`src/rtl/spi_reg_bridge.sv`:
```
// rtl/spi_reg_bridge.sv - SPI byte stream to register-bus write bridge with request FIFO and status byte
// Optional feature macro: SPI_REG_BRIDGE_AUTOINC_EN (address auto-increment within a transaction)

module spi_reg_bridge #(
   parameter int DEPTH_LOG2 = 4
) (
   input  logic       clk,
   input  logic       rst,
   input  logic [7:0] spi_addr,
   input  logic [7:0] spi_data,
   input  logic       spi_first,
   input  logic       spi_last,
   input  logic       spi_strobe,
   output logic [7:0] spi_out,
   output logic [7:0] bus_addr,
   output logic [7:0] bus_data,
   output logic       bus_valid,
   input  logic       bus_ready
);

   localparam int DEPTH = 1 << DEPTH_LOG2;
   localparam logic [DEPTH_LOG2:0]   FULL_LVL = {1'b1, {DEPTH_LOG2{1'b0}}};
   localparam logic [DEPTH_LOG2:0]   LVL_ONE  = 1;
   localparam logic [DEPTH_LOG2-1:0] PTR_ONE  = 1;

   logic [15:0]           mem [DEPTH];
   logic [DEPTH_LOG2-1:0] wr_ptr;
   logic [DEPTH_LOG2-1:0] rd_ptr;
   logic [DEPTH_LOG2:0]   level;
   logic [DEPTH_LOG2:0]   level_nxt;
   logic                  ovf;
   logic                  ovf_nxt;
   logic                  last_q;
   logic                  full;
   logic                  nonempty;
   logic                  pop;
   logic                  push;
   logic                  drop;
   logic                  last_rise;
   logic [7:0]            entry_addr;
   logic [15:0]           head;

`ifdef SPI_REG_BRIDGE_AUTOINC_EN
   logic [7:0] next_addr;

   // Track the address of the next byte; dropped bytes still consume an address.
   always_ff @(posedge clk or posedge rst) begin
      if (rst) begin
         next_addr <= 8'h00;
      end else if (spi_strobe) begin
         next_addr <= entry_addr + 8'd1;
      end
   end

   // First byte of a transaction takes the SPI address, later bytes the running one.
   always_comb begin
      entry_addr = spi_first ? spi_addr : next_addr;
   end
`else
   // Without auto-increment every byte targets the same register.
   always_comb begin
      entry_addr = spi_addr;
   end
`endif

   // Handshake, push/drop decisions and next-state status values.
   always_comb begin
      full      = (level == FULL_LVL);
      nonempty  = (level != '0);
      pop       = nonempty & bus_ready;
      push      = spi_strobe & (~full | pop);
      drop      = spi_strobe & full & ~pop;
      last_rise = spi_last & ~last_q;
      level_nxt = level;
      if (push && !pop) begin
         level_nxt = level + LVL_ONE;
      end else if (pop && !push) begin
         level_nxt = level - LVL_ONE;
      end
      ovf_nxt = ovf;
      if (last_rise) begin
         ovf_nxt = 1'b0;
      end
      if (drop) begin
         ovf_nxt = 1'b1;
      end
   end

   // Storage array; a full-and-popping write lands in the slot being vacated.
   always_ff @(posedge clk) begin
      if (push) begin
         mem[wr_ptr] <= {entry_addr, spi_data};
      end
   end

   // Pointers, level, overflow flag and chip-select edge register.
   always_ff @(posedge clk or posedge rst) begin
      if (rst) begin
         wr_ptr <= '0;
         rd_ptr <= '0;
         level  <= '0;
         ovf    <= 1'b0;
         last_q <= 1'b0;
      end else begin
         if (push) begin
            wr_ptr <= wr_ptr + PTR_ONE;
         end
         if (pop) begin
            rd_ptr <= rd_ptr + PTR_ONE;
         end
         level  <= level_nxt;
         ovf    <= ovf_nxt;
         last_q <= spi_last;
      end
   end

   // Status byte is built from next-state values so it tracks the level one cycle after a push.
   always_ff @(posedge clk or posedge rst) begin
      if (rst) begin
         spi_out <= 8'h00;
      end else begin
         spi_out <= {ovf_nxt, (level_nxt != '0), 6'(level_nxt)};
      end
   end

   // Show-ahead head entry; forced to zero when empty so reset clears the bus outputs at once.
   always_comb begin
      head      = mem[rd_ptr];
      bus_valid = nonempty;
      bus_addr  = nonempty ? head[15:8] : 8'h00;
      bus_data  = nonempty ? head[7:0]  : 8'h00;
   end

endmodule

```
`config.mk`:
```
export PLATFORM = sky130hd
export DESIGN_NAME = spi_reg_bridge
export DESIGN_NICKNAME = d
export VERILOG_FILES = /design/src/rtl/spi_reg_bridge.sv
export SDC_FILE = /design/constraint.sdc
export NUM_CORES = 1
export LEC_CHECK = 0
export BUFFER_PORTS_ARGS = -buffer_cell sky130_fd_sc_hd__buf_4
export CELL_PAD_IN_SITES_DETAIL_PLACEMENT = 0
export CELL_PAD_IN_SITES_GLOBAL_PLACEMENT = 1
export CORE_ASPECT_RATIO = 1.2
export CORE_UTILIZATION = 25
export DETAILED_ROUTE_END_ITERATION = 12
export GPL_ROUTABILITY_DRIVEN = 0
export GPL_TIMING_DRIVEN = 0
export PLACE_DENSITY = 0.51
export SETUP_SLACK_MARGIN = 0.4
export SLEW_MARGIN = 20
export SYNTH_ARGS = -nofsm -noshare
export SYNTH_HDL_FRONTEND = slang
export SYNTH_SLANG_ARGS = --single-unit
```
`constraint.sdc`:
```
create_clock -name clk -period 4.55 [get_ports clk]
set_clock_uncertainty 0.05 [all_clocks]
set_input_delay 0.6825 -clock clk [delete_from_list [all_inputs] [get_ports clk]]
set_output_delay 0.6825 -clock clk [all_outputs]
set_load 0.005 [all_outputs]
```
======== Yosys cells after proc, flatten, opt, wreduce, memory -nomap -nowiden ========
Memory sizes are Yosys's and may differ from the RTL's.
Cells that the tools add are included.
operators by class
  eq/ne operators ......................... 1
  bitwise logic cells ..................... 9
  divide/modulo/power cells ............... 0
  reductions and logical operators ........ 6
  shifts and indexed selects .............. 0
  muxes and demuxes ....................... 8
  multiply operators ...................... 0
  $add $sub $neg .......................... 4
  $lt $le $gt $ge ......................... 0
operators with widths
  kind                 count
  $mux 8               2
  $mux 5               2
  $reduce_bool 5->1    2
  $add 4x1->4 const B  2
  $add 5x1->5 const B  1
  $and 1x1->1          5
  $eq 5x5->1 const B   1
  $sub 5x1->5 const B  1
  $mux 1               4
  $not 1->1            3
  $logic_and 1x1->1    2
  $logic_not 1->1      2
  $or 1x1->1           1
word-level totals
  RAM bits ................................ 256
  memories ................................ 1
  logic and storage cells ................. 35
  bits in read-only memories .............. 0
  bits in latches ......................... 0
  flip-flop bits (word level) ............. 22
  input port bits ......................... 22
memories
  memory  words  bits a word  rd ports  clocked after memory_dff  write ports  RTL line  source
  mem     16     16           1         0                         1            26        logic [15:0] mem [DEPTH];

======== Depth between registers and ports, before layout ========
Gate-level depths: netlist of run 1.
  word-level depth ........................ 9
  gate-level depth with buffers ........... 10
  mapped depth without buffers ............ 9

======== Least setup slack after synthesis of run 1 ========
No wires, ideal clock.
  path type ............................... input to register
  from .................................... in spi_strobe
  to ...................................... mem mem[3][0], enable pin
  library setup time ...................... 409 ps
  setup slack ............................. 1,360 ps
  data arrival time ....................... 2,731 ps
  stages .................................. 5
  cell sequence ........................... clkbuf_1 > inv_1 > nor2_1 > nand2_1 > nor3_1
between the ends
  longest elaborated chain between the ends .. 3
ends and longest elaborated chain
  element                       RTL line  source
  start, declared               13        input logic spi_strobe,
  $and 1x1->1                   71        push = spi_strobe & (~full | pop);
  $mux 1                        91        if (push) begin
  $mux 1 (not written as such)  92        mem[wr_ptr] <= {entry_addr, spi_data};
  end, declared                 26
Every way passes these cells.

======== Worst setup path after layout of run 1 ========
  from .................................... reg rd_ptr[1]
  to ...................................... out bus_addr[5]
between the ends
  longest elaborated chain between the ends .. 2
ends and longest elaborated chain
  element                 RTL line  source
  start, declared         28        logic [DEPTH_LOG2-1:0] rd_ptr;
  start signal, assigned  109       rd_ptr <= rd_ptr + PTR_ONE;
  $mem_v2 16x16           --
  $mux 8                  130       bus_addr = nonempty ? head[15:8] : 8'h00;
  end, declared           15        output logic [7:0] bus_addr,
Every way passes these cells.

==> results by group, run 1 <==
Finish
  – Final antenna diode count: 0
  – Area added between synthesis and finish: 19.7%
  – Final design area excluding fillers: about 0.013 mm²
  – Final layout net count: 601
  – Layout cells sized above 1: 36.0%
  – Post-Route Utilization: 30.5%

Floorplanning
  – Die area: 0.0436 mm²
  – Y dimension of the die: 229 µm
  – Initial core utilization: 25.5%
  – Boundary pin count: 47
  – Die W: between 150 and 200 µm
  – Core area: 0.0420 mm²
  – Row count: a little over 80

Timing
  – Highest clock rate: 0.256 GHz
  – Setup violations, final: 0
  – Hold violation total from the final report: 0
  – RSZ-0062 raised after global routing: false
  – Worst relative slew slack: 32.6%
  – Minimum clock period after layout: slightly below 4 ns
  – Count of pins over their slew limit: 0
  – Transition time at the pin with the least slew margin: 1.01 ns
  – Post-route fraction of the period consumed by the critical path: a little under nine tenths
  – Sum Neg Setup Slack: 0 ns

GRT
  – GR peak layer: met2
  – All-Layer GR Usage: 11.9%
  – Wire length of the first global-routing pass: 37100 µm
  – Met3 Track Usage GR: between 1 and 1.5%
  – Maximum number of pins on one net before global-route repair: 17
  – Vias in the first global route: 5534
  – Met1 capacity usage during global routing: 13.2%
  – Initial antenna violation count: 0
  – Global route total overflow: 0
  – Global-route met2 utilization: between 20% and 30%

Clocking
  – CTS tree: yes
  – Clock slew at reported path FFs: ~0.070 ns
  – Buffer levels on the longest clock path: 3
  – Insertion delay of the later-clocked pin in the worst-skew pair: 0.54 ns
  – Buffer count from post-CTS setup fixing: 0
  – Deepest level of the CTS H-tree: 1
  – Root buf cell: sky130_fd_sc_hd__clkbuf_16
  – Number of clock sinks: 272
  – Total CTS buffers: 26

Synth
  – Mapped Avg Cell Area: 21.9 µm²
  – Netlist area before placement: ~0.011 mm²
  – Count of cell types in the netlist: 41
  – Number of standard cells after synthesis: 489
  – Number of flip-flops and latches in the synthesized netlist: 272
  – Synthesis warning total: 0
  – Proportion of synthesized chip area in sequential cells: around 76%
  – Synthesized netlist net count: about 520

Critical path
  – Endpoint of the worst register-to-register path: mem[0][4]
  – Kind of cell adding the most delay to the critical path: buffers and inverters
  – Cell repeated most along the worst path: sky130_fd_sc_hd__mux4_2
  – Worst Setup Path Type: flip-flop to output port
  – Crit path max-delay cell type: sky130_fd_sc_hd__clkbuf_2
  – Critical path destination: bus_addr[5]
  – CP Cell Sequence: clkbuf_1, clkbuf_2, mux4_2, mux4_2, and2_1, buf_4
  – Kind of launch point of the worst setup path: flip-flop
  – Data required time of the worst path: 3.82 ns
  – Launching point of the worst reg2reg path: level[1]
  – Worst path buffer plus inverter count: 3
  – Delay of the slowest critical-path stage: 0.53 ns
  – Worst path depth: 6
  – Worst setup path startpoint: rd_ptr[1]
  – Data arrival time of the worst path: 3.17 ns
  – Largest fanout on the critical path: 10
  – R2R cell count: 8
  – Critical path endpoint category: output port
  – Register-to-Register Setup Slack: between 1 and 1.5 ns

Placement
  – Number of buffers inserted by port buffering: 43
  – DP HPWL: approximately 16000 µm
  – Standard cell area after detailed placement: 0.0119 mm²

Drt
  – Average detailed-routed wire length per instance: 22.3 µm
  – Number of violations reported at the end of detailed-routing iteration 0: ~380
  – Vias/cell: 4.38
  – Via total after detailed routing: about 5000
  – Post-detailed-route count of antenna-violating nets: 0
  – Residual DRC: 0
  – Drt total wl: 25300 µm
  – Iteration count of the initial detailed-routing pass: 4

Power and ir drop
  – Pleak: 4.09 nW
  – Cell Pwr Density: 618 mW/mm²
  – Peak supply drop: 0.302 mV
  – Post-layout total power: 7.91 mW

Run status
  – Outcome: completed

Worst hold path
  – Classification of the worst-slack hold path: primary input to asynchronous set/reset pin

Flow run
  – Maxcap violations: 0
power breakdown:
part | total, mW | switching (mW) | internal [mW]
Combinational | 2.54 | 1.28 | 1.26
Sequential | 3.14 | 0.107 | 3.03
Clock | 2.24 | 0.954 | 1.29
worst reg2reg max path, stage by stage (launching register included):
cell and delay [ns]:
sky130_fd_sc_hd__dfrtp_1 0.50, sky130_fd_sc_hd__inv_1 0.09, sky130_fd_sc_hd__ha_1 0.21, sky130_fd_sc_hd__nand4bb_1 0.20, sky130_fd_sc_hd__nor2_1 0.06, sky130_fd_sc_hd__nor2_1 0.41, sky130_fd_sc_hd__nand2_1 0.35, sky130_fd_sc_hd__nor3_2 0.65
sky130_fd_sc_hd__buf_4 0.32
registers in the layout, indices dropped and copies added (netlist names):
name / cells
last_q: 1
level: 4
mem: 256
rd_ptr: 4
spi_out: 3
wr_ptr: 4
metrics by stage:
step	hold slack, ns	worst slack, ns	instances
after floorplan	0.392	1.36	489
after global placement	0.418	-0.747	1078
after detailed placement	0.452	0.787	1090
after CTS	0.188	0.422	1138
after global routing	0.195	0.517	1138
final	0.196	0.650	1138
routing by layer:
metal  wire length, µm  vias to the layer above
li1                  -                     2194
met4               521                        0
met3               869                       31
met1              9470                     2660
met5                 0                        -
met2             14500                       95
worst min path at each step:
stage          cells past startpoint  slack (ns)    endpoint
6_report                           2        0.20    level[1]
5_1_grt                            1        0.20      last_q
4_1_cts                            1        0.19      last_q
3_5_place_dp                       2        0.45  spi_out[7]
3_3_place_gp                       2        0.42  spi_out[7]
2_1_floorplan                      2        0.39  spi_out[7]
synth_stat cells, drive strengths merged:
library cell  instances  area share, %
buf                  13           0.67
nand2b                3           0.18
conb                  1          0.035
inv                   9           0.32
and2                 16           0.94
xor2                  2           0.16
nor3                  6           0.28
and3                  2           0.16
nor4                  2           0.12
xnor2                 5           0.41
nand4bb               1           0.11
o31a                  2           0.18
clkbuf               13           0.46
a22oi                 1          0.070
edfxtp              256             72
o21ai                 7           0.33
nand2                 9           0.32
mux2i                 2           0.19
nor4b                 1          0.082
nor2                 18           0.65
nand3                 3           0.14
nand4b                1          0.082
o31ai                 1          0.070
ha                    7           0.82
mux4                 80             17
a21oi                 3           0.14
mux2                  1           0.11
o211a                 1          0.094
or2                   2           0.12
dfrtp                16            3.7
nand3b                1          0.070
or3b                  1          0.082
nand4                 2           0.12
or4b                  1          0.094
what timing repair did:
item / 4_1_cts / 5_1_grt
hold buffers: 0 / 0
resized for setup: 2 / 4
endpoints found under the setup margin: 16 / 4
placed cells by master (no fill, tap or decap), types with 4 or more instances in the layout:
master,instances
sky130_fd_sc_hd__dfrtp_1,16
sky130_fd_sc_hd__clkbuf_2,5
sky130_fd_sc_hd__nor2_2,5
sky130_fd_sc_hd__and2_1,16
sky130_fd_sc_hd__clkbuf_16,26
sky130_fd_sc_hd__bufinv_16,4
sky130_fd_sc_hd__clkinv_1,6
sky130_fd_sc_hd__clkbuf_1,11
sky130_fd_sc_hd__o21ai_0,7
sky130_fd_sc_hd__mux4_2,80
sky130_fd_sc_hd__ha_1,7
sky130_fd_sc_hd__inv_1,8
sky130_fd_sc_hd__xnor2_1,5
sky130_fd_sc_hd__nor2_1,5
sky130_fd_sc_hd__buf_2,7
sky130_fd_sc_hd__buf_4,53
sky130_fd_sc_hd__buf_8,4
sky130_fd_sc_hd__nor3_2,4
sky130_fd_sc_hd__edfxtp_1,256
sky130_fd_sc_hd__nand2_1,9
sky130_fd_sc_hd__nor2_4,8
cell type report:
cell class / instances / area (µm²)
flip-flops and latches: 272 / 8090
multi-input cells: 182 / 2550
inverters: 9 / 33.8
clock inverters: 20 / 224
clock buffers: 28 / 658
plain buffers: 26 / 128
repair buffers: 55 / 443
well taps: 546 / 683
fillers: 3960 / 29200
cell families after synthesis:
| logic type | after synthesis | synth area share (%) |
|---|---|---|
| xor gates and xnor gates | 7 | 0.573 |
| other | 1 | 0.0350 |
| and+or+nand+nor | 69 | 3.53 |
| DFF | 272 | 75.6 |
| muxes | 83 | 17.1 |
| AOI/OAI and AO/OA | 15 | 0.877 |
| buffers and inverters | 35 | 1.44 |
| adders and majority gates | 7 | 0.819 |
No activity file was read; power rests on OpenSTA's default activity.
==> inputs of run 2 (changes only) <==
Clock period 4.55 ns to 3.6 ns, I/O delays scaled along.
==> run 2 against run 1 <==
Net effect:
- worst setup slack got worse by 0.30 ns
- cell area rose by 3.4%
- register-to-register slack got worse by 0.81 ns
- clock power up 27%
- largest cell class unchanged
- first-iteration DRC count is 17% higher
- critical endpoint is now bus_addr[7]
- critical path type unchanged
- global-route usage is essentially flat
==> results by group, run 2 (synthesis gave the netlist of run 1 again) <==
Run status
  – Outcome: completed (unchanged)

Timing
  – Setup violations, final: 0 (unchanged)
  – Transition time at the pin with the least slew margin: 0.758 ns (was 1.01 ns)
  – Worst relative slew slack: 49.4% (was 32.6%)
  – Post-route fraction of the period consumed by the critical path: 90.3%
  – Count of pins over their slew limit: 0 (unchanged)
  – Highest clock rate: 0.308 GHz
  – Minimum clock period after layout: 3.25 ns
  – RSZ-0062 raised after global routing: true (was false)
  – Hold violation total from the final report: 0 (unchanged)
  – Smallest setup slack after layout: 0.351 ns (was 0.650 ns)

Placement
  – DP HPWL: 16200 µm (unchanged)
  – Worst setup slack after placement: -0.0204 ns (was 0.787 ns)
  – Number of buffers inserted by port buffering: 43 (unchanged)
  – Standard cell area after detailed placement: 0.0119 mm² (unchanged)

Drt
  – Drt total wl: 26000 µm (was 25300 µm)
  – Vias/cell: 4.44 (was 4.38)
  – Post-detailed-route count of antenna-violating nets: 0 (unchanged)
  – Iteration count of the initial detailed-routing pass: 7 (was 4)
  – Average detailed-routed wire length per instance: 22.7 µm (was 22.3 µm)
  – Residual DRC: 0 (unchanged)
  – Via total after detailed routing: 5089 (was 4980)
  – Number of violations reported at the end of detailed-routing iteration 0: 448 (was 384)

Finish
  – Area taken by multi-input logic gates: 0.00262 mm² (was 0.00255 mm²)
  – Final design area excluding fillers: 0.0132 mm² (was 0.0128 mm²)
  – Layout cells sized above 1: 41.2% (was 36.0%)
  – Area added between synthesis and finish: 23.8% (was 19.7%)
  – Sequential cell area in the final layout: 0.00809 mm² (about the same)
  – Leading cell types in the layout, fill and taps excluded: sky130_fd_sc_hd__edfxtp_1 (256), sky130_fd_sc_hd__mux4_2 (80), sky130_fd_sc_hd__buf_4 (40), sky130_fd_sc_hd__clkbuf_16 (30), sky130_fd_sc_hd__buf_6 (20) (was sky130_fd_sc_hd__edfxtp_1 (256), sky130_fd_sc_hd__mux4_2 (80), sky130_fd_sc_hd__buf_4 (53), sky130_fd_sc_hd__clkbuf_16 (26))
  – Number of inserted filler cells in the final layout: 3940 (was 3960)
  – Register with the most flip-flops: mem (unchanged)
  – Flip-flop count of the largest register, all copies and words added: 256 (unchanged)
  – Most frequent standard cell in the layout excluding fill and tap cells: sky130_fd_sc_hd__edfxtp_1 (unchanged)
  – Final antenna diode count: 0 (unchanged)
  – Final layout net count: 609 (was 601)

Floorplanning
  – Die area: 0.0436 mm² (unchanged)
  – Die W: 191 µm (unchanged)
  – Y dimension of the die: 229 µm (unchanged)
  – Initial core utilization: 25.5% (unchanged)
  – Core area: 0.0420 mm² (unchanged)
  – Row count: 82 (unchanged)
  – Boundary pin count: 47 (unchanged)

Clocking
  – Number of buffers added to fix hold violations after cts: 0 (unchanged)
  – Insertion delay of the later-clocked pin in the worst-skew pair: 0.54 ns (about the same)
  – Buffer levels on the longest clock path: 3 (unchanged)
  – Root buf cell: sky130_fd_sc_hd__clkbuf_16 (unchanged)
  – Number of clock sinks: 272 (unchanged)
  – Clock slew at reported path FFs: 0.07 ns (about the same)
  – CTS tree: yes (unchanged)
  – Deepest level of the CTS H-tree: 1 (unchanged)
  – Total CTS buffers: 26 (unchanged)

GRT
  – All-Layer GR Usage: 11.9% (about the same)
  – Global route total overflow: 0 (unchanged)
  – Vias in the first global route: 5552 (was 5534)
  – Maximum number of pins on one net before global-route repair: 17 (unchanged)
  – Wire length of the first global-routing pass: 37200 µm (was 37100 µm)
  – Initial antenna violation count: 0 (unchanged)

Power and ir drop
  – Pleak: 4.30 nW (was 4.09 nW)
  – Cell Pwr Density: 812 mW/mm² (was 618 mW/mm²)
  – Peak supply drop: 0.386 mV (was 0.302 mV)
  – Post-layout total power: 10.8 mW (was 7.91 mW)

Critical path
  – CP Cell Sequence: clkbuf_16, clkbuf_16, mux4_2, mux4_2, and2_4, buf_6 (was clkbuf_1, clkbuf_2, mux4_2, mux4_2, and2_1, buf_4)
  – Critical path endpoint category: output port (unchanged)
  – Data arrival time of the worst path: 2.66 ns (was 3.17 ns)
  – Kind of launch point of the worst setup path: flip-flop (unchanged)
  – Largest fanout on the critical path: 5 (was 10)
  – Crit path max-delay cell type: sky130_fd_sc_hd__mux4_2 (was sky130_fd_sc_hd__clkbuf_2)
  – Delay of the slowest critical-path stage: 0.52 ns (was 0.53 ns)
  – R2R cell count: 8 (unchanged)
  – Worst Setup Path Type: flip-flop to output port (unchanged)
  – Data required time of the worst path: 3.01 ns (was 3.82 ns)

Worst hold path
  – Classification of the worst-slack hold path: primary input to asynchronous set/reset pin (unchanged)

Flow run
  – Maxcap violations: 0 (unchanged)
-- run 2: cell types whose count changed in the layout (fill, tap and decap cells not counted), sizes merged --
cell and delta:
buf +5, clkbuf +3
-- run 2: repair_timing --
action	CTS	global route
setup buffers	3	0
resized for setup	53	46
setup endpoints to repair	17	81
pin swaps	0	10
gates cloned	1	4
-- run 2: per-layer routing --
| metal | vias to the layer above | wire (µm) | global-route usage, % |
|---|---|---|---|
| li1 | 2223 | - | - |
| met1 | 2734 | 9860 | 13.2 |
| met2 | 100 | 14900 | 23.1 |
| met3 | 32 | 744 | 1.47 |
| met4 | 0 | 518 | 3.82 |
| met5 | - | 0 | 0 |
-- run 2: path summary, 6_finish.rpt --
kind                            from     endpoint  slack, ns
setup / recovery           rd_ptr[0]  bus_addr[7]       0.35
hold / removal                   rst     level[2]       0.06
setup reg to reg            level[0]    mem[1][4]       0.61
hold reg to reg               last_q   spi_out[7]       0.47
max in group asynchronous        rst     level[0]       2.96
min in group clk            spi_last       last_q       0.07
-- run 2: where the power goes --
part | internal [mW] | switching (mW)
clock network | 1.62 | 1.21
logic | 2.18 | 1.76
registers | 3.83 | 0.148
total | 7.64 | 3.12
-- run 2: cell type report --
class	instances	area share, %
flip-flops and latches	272	61.1
inverters	9	0.274
clock inverters	20	1.69
well taps	546	5.16
multi-input cells	182	19.8
repair buffers	63	4.96
plain buffers	26	2.08
clock buffers	28	4.97
-- run 2: stage by stage --
stage               hold WS, ns  cells  TNS, ns  util, %
finish                   0.0560   1146        0     31.6
global route             0.0527   1146        0     31.6
CTS                      0.0460   1142        0     31.0
detailed placement        0.452   1090  -0.0546     28.4
global placement          0.418   1078  -135.67     27.9
floorplan                 0.392    489        0        -
-- run 2: critical path, delay by kind of cell (launching register included) --
family	cells	cell delay, ns
simple gates	1	0.18
flops	1	0.47
mux	2	0.98
buf+inv	3	0.48
==> inputs of run 3 (changes only) <==
Settings changed: BUFFER_PORTS_ARGS -buffer_cell sky130_fd_sc_hd__buf_4 to default, DONT_BUFFER_PORTS from default to 1, PLACE_DENSITY 0.51 to 0.5.
Clock period 3.6 ns to 3.3 ns, I/O delays scaled along.
==> run 3 against run 2 <==
Net effect:
- via count decreased by 2.1%
- die area unchanged
- clock power about the same
- flip-flop and latch count unchanged
- core utilization decreased by 0.20 points
- first-iteration DRC count decreased by 31%
- final cell count decreased by 1.6%
- cell area decreased by 0.62%
- critical path type unchanged
- routed wire length decreased by 1.8%
- highest routed layer is now met5
- non-clock buffer count decreased by 17
- global-route usage about the same
- clock-buffer cell count decreased by 1
==> results by group, run 3 (synthesis gave the netlist of run 1 again) <==
Placement
  – DP HPWL: 15500 µm (was 16200 µm)
  – Worst setup slack after placement: -0.114 ns (was -0.0204 ns)
  – Number of buffers inserted by port buffering: 0 (was 43)

Timing
  – RSZ-0062 raised after global routing: true (unchanged)
  – Worst relative slew slack: 54.0% (was 49.4%)
  – Highest clock rate: ~0.33 GHz
  – Transition time at the pin with the least slew margin: 0.689 ns (was 0.758 ns)
  – Post-route fraction of the period consumed by the critical path: 93.2%
  – Minimum clock period after layout: 3.08 ns
  – Setup violations, final: 0 (unchanged)
  – Smallest setup slack after layout: 0.224 ns (was 0.351 ns)
  – Hold violation total from the final report: 0 (unchanged)
  – Count of pins over their slew limit: 0 (unchanged)

Finish
  – Number of inserted filler cells in the final layout: 3905 (was 3940)
  – Final layout net count: 591 (was 609)
  – Most frequent standard cell in the layout excluding fill and tap cells: sky130_fd_sc_hd__edfxtp_1 (unchanged)
  – Area added between synthesis and finish: 23.0% (was 23.8%)
  – Layout cells sized above 1: 33.3% (was 41.2%)
  – Flip-flop count of the largest register, all copies and words added: 256 (unchanged)
  – Leading cell types in the layout, fill and taps excluded: sky130_fd_sc_hd__edfxtp_1 (256), sky130_fd_sc_hd__mux4_2 (80), sky130_fd_sc_hd__clkbuf_16 (26), sky130_fd_sc_hd__buf_12 (23), sky130_fd_sc_hd__dlygate4sd3_1 (18) (was sky130_fd_sc_hd__edfxtp_1 (256), sky130_fd_sc_hd__mux4_2 (80), sky130_fd_sc_hd__buf_4 (40), sky130_fd_sc_hd__clkbuf_16 (30), sky130_fd_sc_hd__buf_6 (20))
  – Register with the most flip-flops: mem (unchanged)

Critical path
  – Kind of launch point of the worst setup path: flip-flop (unchanged)
  – Critical path endpoint category: output port (unchanged)
  – Data arrival time of the worst path: 2.53 ns (was 2.66 ns)
  – Largest fanout on the critical path: 10 (was 5)
  – Worst Setup Path Type: flip-flop to output port (unchanged)
  – Worst setup path startpoint: rd_ptr[0] (unchanged)
  – Launching point of the worst reg2reg path: level[0] (unchanged)
  – Data required time of the worst path: 2.75 ns (was 3.01 ns)
  – Register-to-Register Setup Slack: 0.71 ns (was 0.61 ns)

Floorplanning
  – Die W: 191 µm (unchanged)
  – Boundary pin count: 47 (unchanged)
  – Y dimension of the die: 229 µm (unchanged)
  – Die area: 0.0436 mm² (unchanged)
  – Initial core utilization: 25.5% (unchanged)
  – Row count: 82 (unchanged)
  – Core area: 0.0420 mm² (unchanged)

GRT
  – Initial antenna violation count: 3 (was 0)
  – Vias in the first global route: 5454 (was 5552)
  – Maximum number of pins on one net before global-route repair: 17 (unchanged)
  – Wire length of the first global-routing pass: 37000 µm (was 37200 µm)
  – All-Layer GR Usage: 12.0% (was 11.9%)
  – Global route total overflow: 0 (unchanged)

Worst hold path
  – Classification of the worst-slack hold path: primary input to flip-flop (was primary input to asynchronous set/reset pin)
  – Hold_sp: spi_last

Drt
  – Post-detailed-route count of antenna-violating nets: 0 (unchanged)
  – Drt total wl: 25500 µm (was 26000 µm)
  – Iteration count of the initial detailed-routing pass: 4 (was 7)
  – Number of violations reported at the end of detailed-routing iteration 0: 309 (was 448)
  – Average detailed-routed wire length per instance: 22.6 µm (was 22.7 µm)
  – Via total after detailed routing: 4981 (was 5089)
  – Residual DRC: 0 (unchanged)
  – Vias/cell: 4.42 (was 4.44)

Clocking
  – Clock slew at reported path FFs: 0.06 ns (was 0.07 ns)
  – Number of clock sinks: 272 (unchanged)
  – Insertion delay of the later-clocked pin in the worst-skew pair: 0.54 ns (about the same)
  – Root buf cell: sky130_fd_sc_hd__clkbuf_16 (unchanged)
  – Buffer levels on the longest clock path: 3 (unchanged)
  – Deepest level of the CTS H-tree: 1 (unchanged)
  – CTS tree: yes (unchanged)
  – Total CTS buffers: 25 (was 26)

Flow run
  – Maxcap violations: 0 (unchanged)

Power and ir drop
  – Post-layout total power: 10.7 mW (was 10.8 mW)
  – Peak supply drop: 0.389 mV (was 0.386 mV)
  – Cell Pwr Density: 815 mW/mm² (was 812 mW/mm²)
  – Pleak: 4.14 nW (was 4.30 nW)

Run status
  – Outcome: completed (unchanged)
[run 3: power by group]
part / internal [mW] / switching [mW]
clock: 1.56 / 1.26
sequential: 4.18 / 0.157
combinational: 1.77 / 1.79
total: 7.51 / 3.22
[run 3: path summary, 6_finish.rpt]
check	end	cells after the start
max	bus_addr[2]	5
min	spi_out[7]	3
max reg2reg	spi_out[6]	8
min reg2reg	spi_out[7]	2
max in group asynchronous	level[0]	2
min in group asynchronous	level[2]	2
[run 3: worst max-delay path, stage by stage, from the launching register on]
cell                      delay, ns
sky130_fd_sc_hd__dfrtp_2       0.42
sky130_fd_sc_hd__buf_12        0.16
sky130_fd_sc_hd__buf_12        0.18
sky130_fd_sc_hd__mux4_2        0.52
sky130_fd_sc_hd__mux4_2        0.49
sky130_fd_sc_hd__and2_1        0.20
[run 3: repair_timing]
action | in CTS | in global routing
setup buffers | 11 | 12
endpoints found under the hold margin | 273 | 0
setup endpoints to repair | 229 | 186
gates resized for setup | 52 | 8
hold buffers | 18 | 0
pin swaps | 7 | 10
cloned | 0 | 1
[run 3: stage by stage]
| step | instances | utilization, % | hold WS [ns] | instance area, µm² | setup TNS [ns] |
|---|---|---|---|---|---|
| after CTS | 1113 | 30.7 | 0.0776 | 12900 | 0 |
| final | 1128 | 31.4 | 0.109 | 13200 | 0 |
| after global routing | 1128 | 31.4 | 0.151 | 13200 | 0 |
| after global placement | 1035 | 27.2 | 0.426 | 11400 | -107.53 |
| after floorplan | 489 | - | 0.359 | 10700 | 0 |
| after detailed placement | 1039 | 27.6 | 0.418 | 11600 | -0.696 |
[run 3: layout make-up]
type                       instances  area, µm²  area share [%]
clock buffer                      27        633            4.81
buffer                            26        277            2.10
antenna                            2       5.00          0.0380
sequential                       272       8090            61.5
clock inverter                    18        158            1.20
tap                              546        683            5.19
multi-input combinational        182       2600            19.8
timing repair buffer              46        676            5.13
inverter                           9       36.3           0.276
[run 3: per-layer routing]
layer / up-vias / GRT usage [%] / routed length (µm)
met3: 37 / 2.10 / 1020
met4: 2 / 4.10 / 625
li1: 2173 / - / -
met2: 106 / 23.2 / 14500
met5: - / 0 / 17
met1: 2663 / 12.7 / 9380
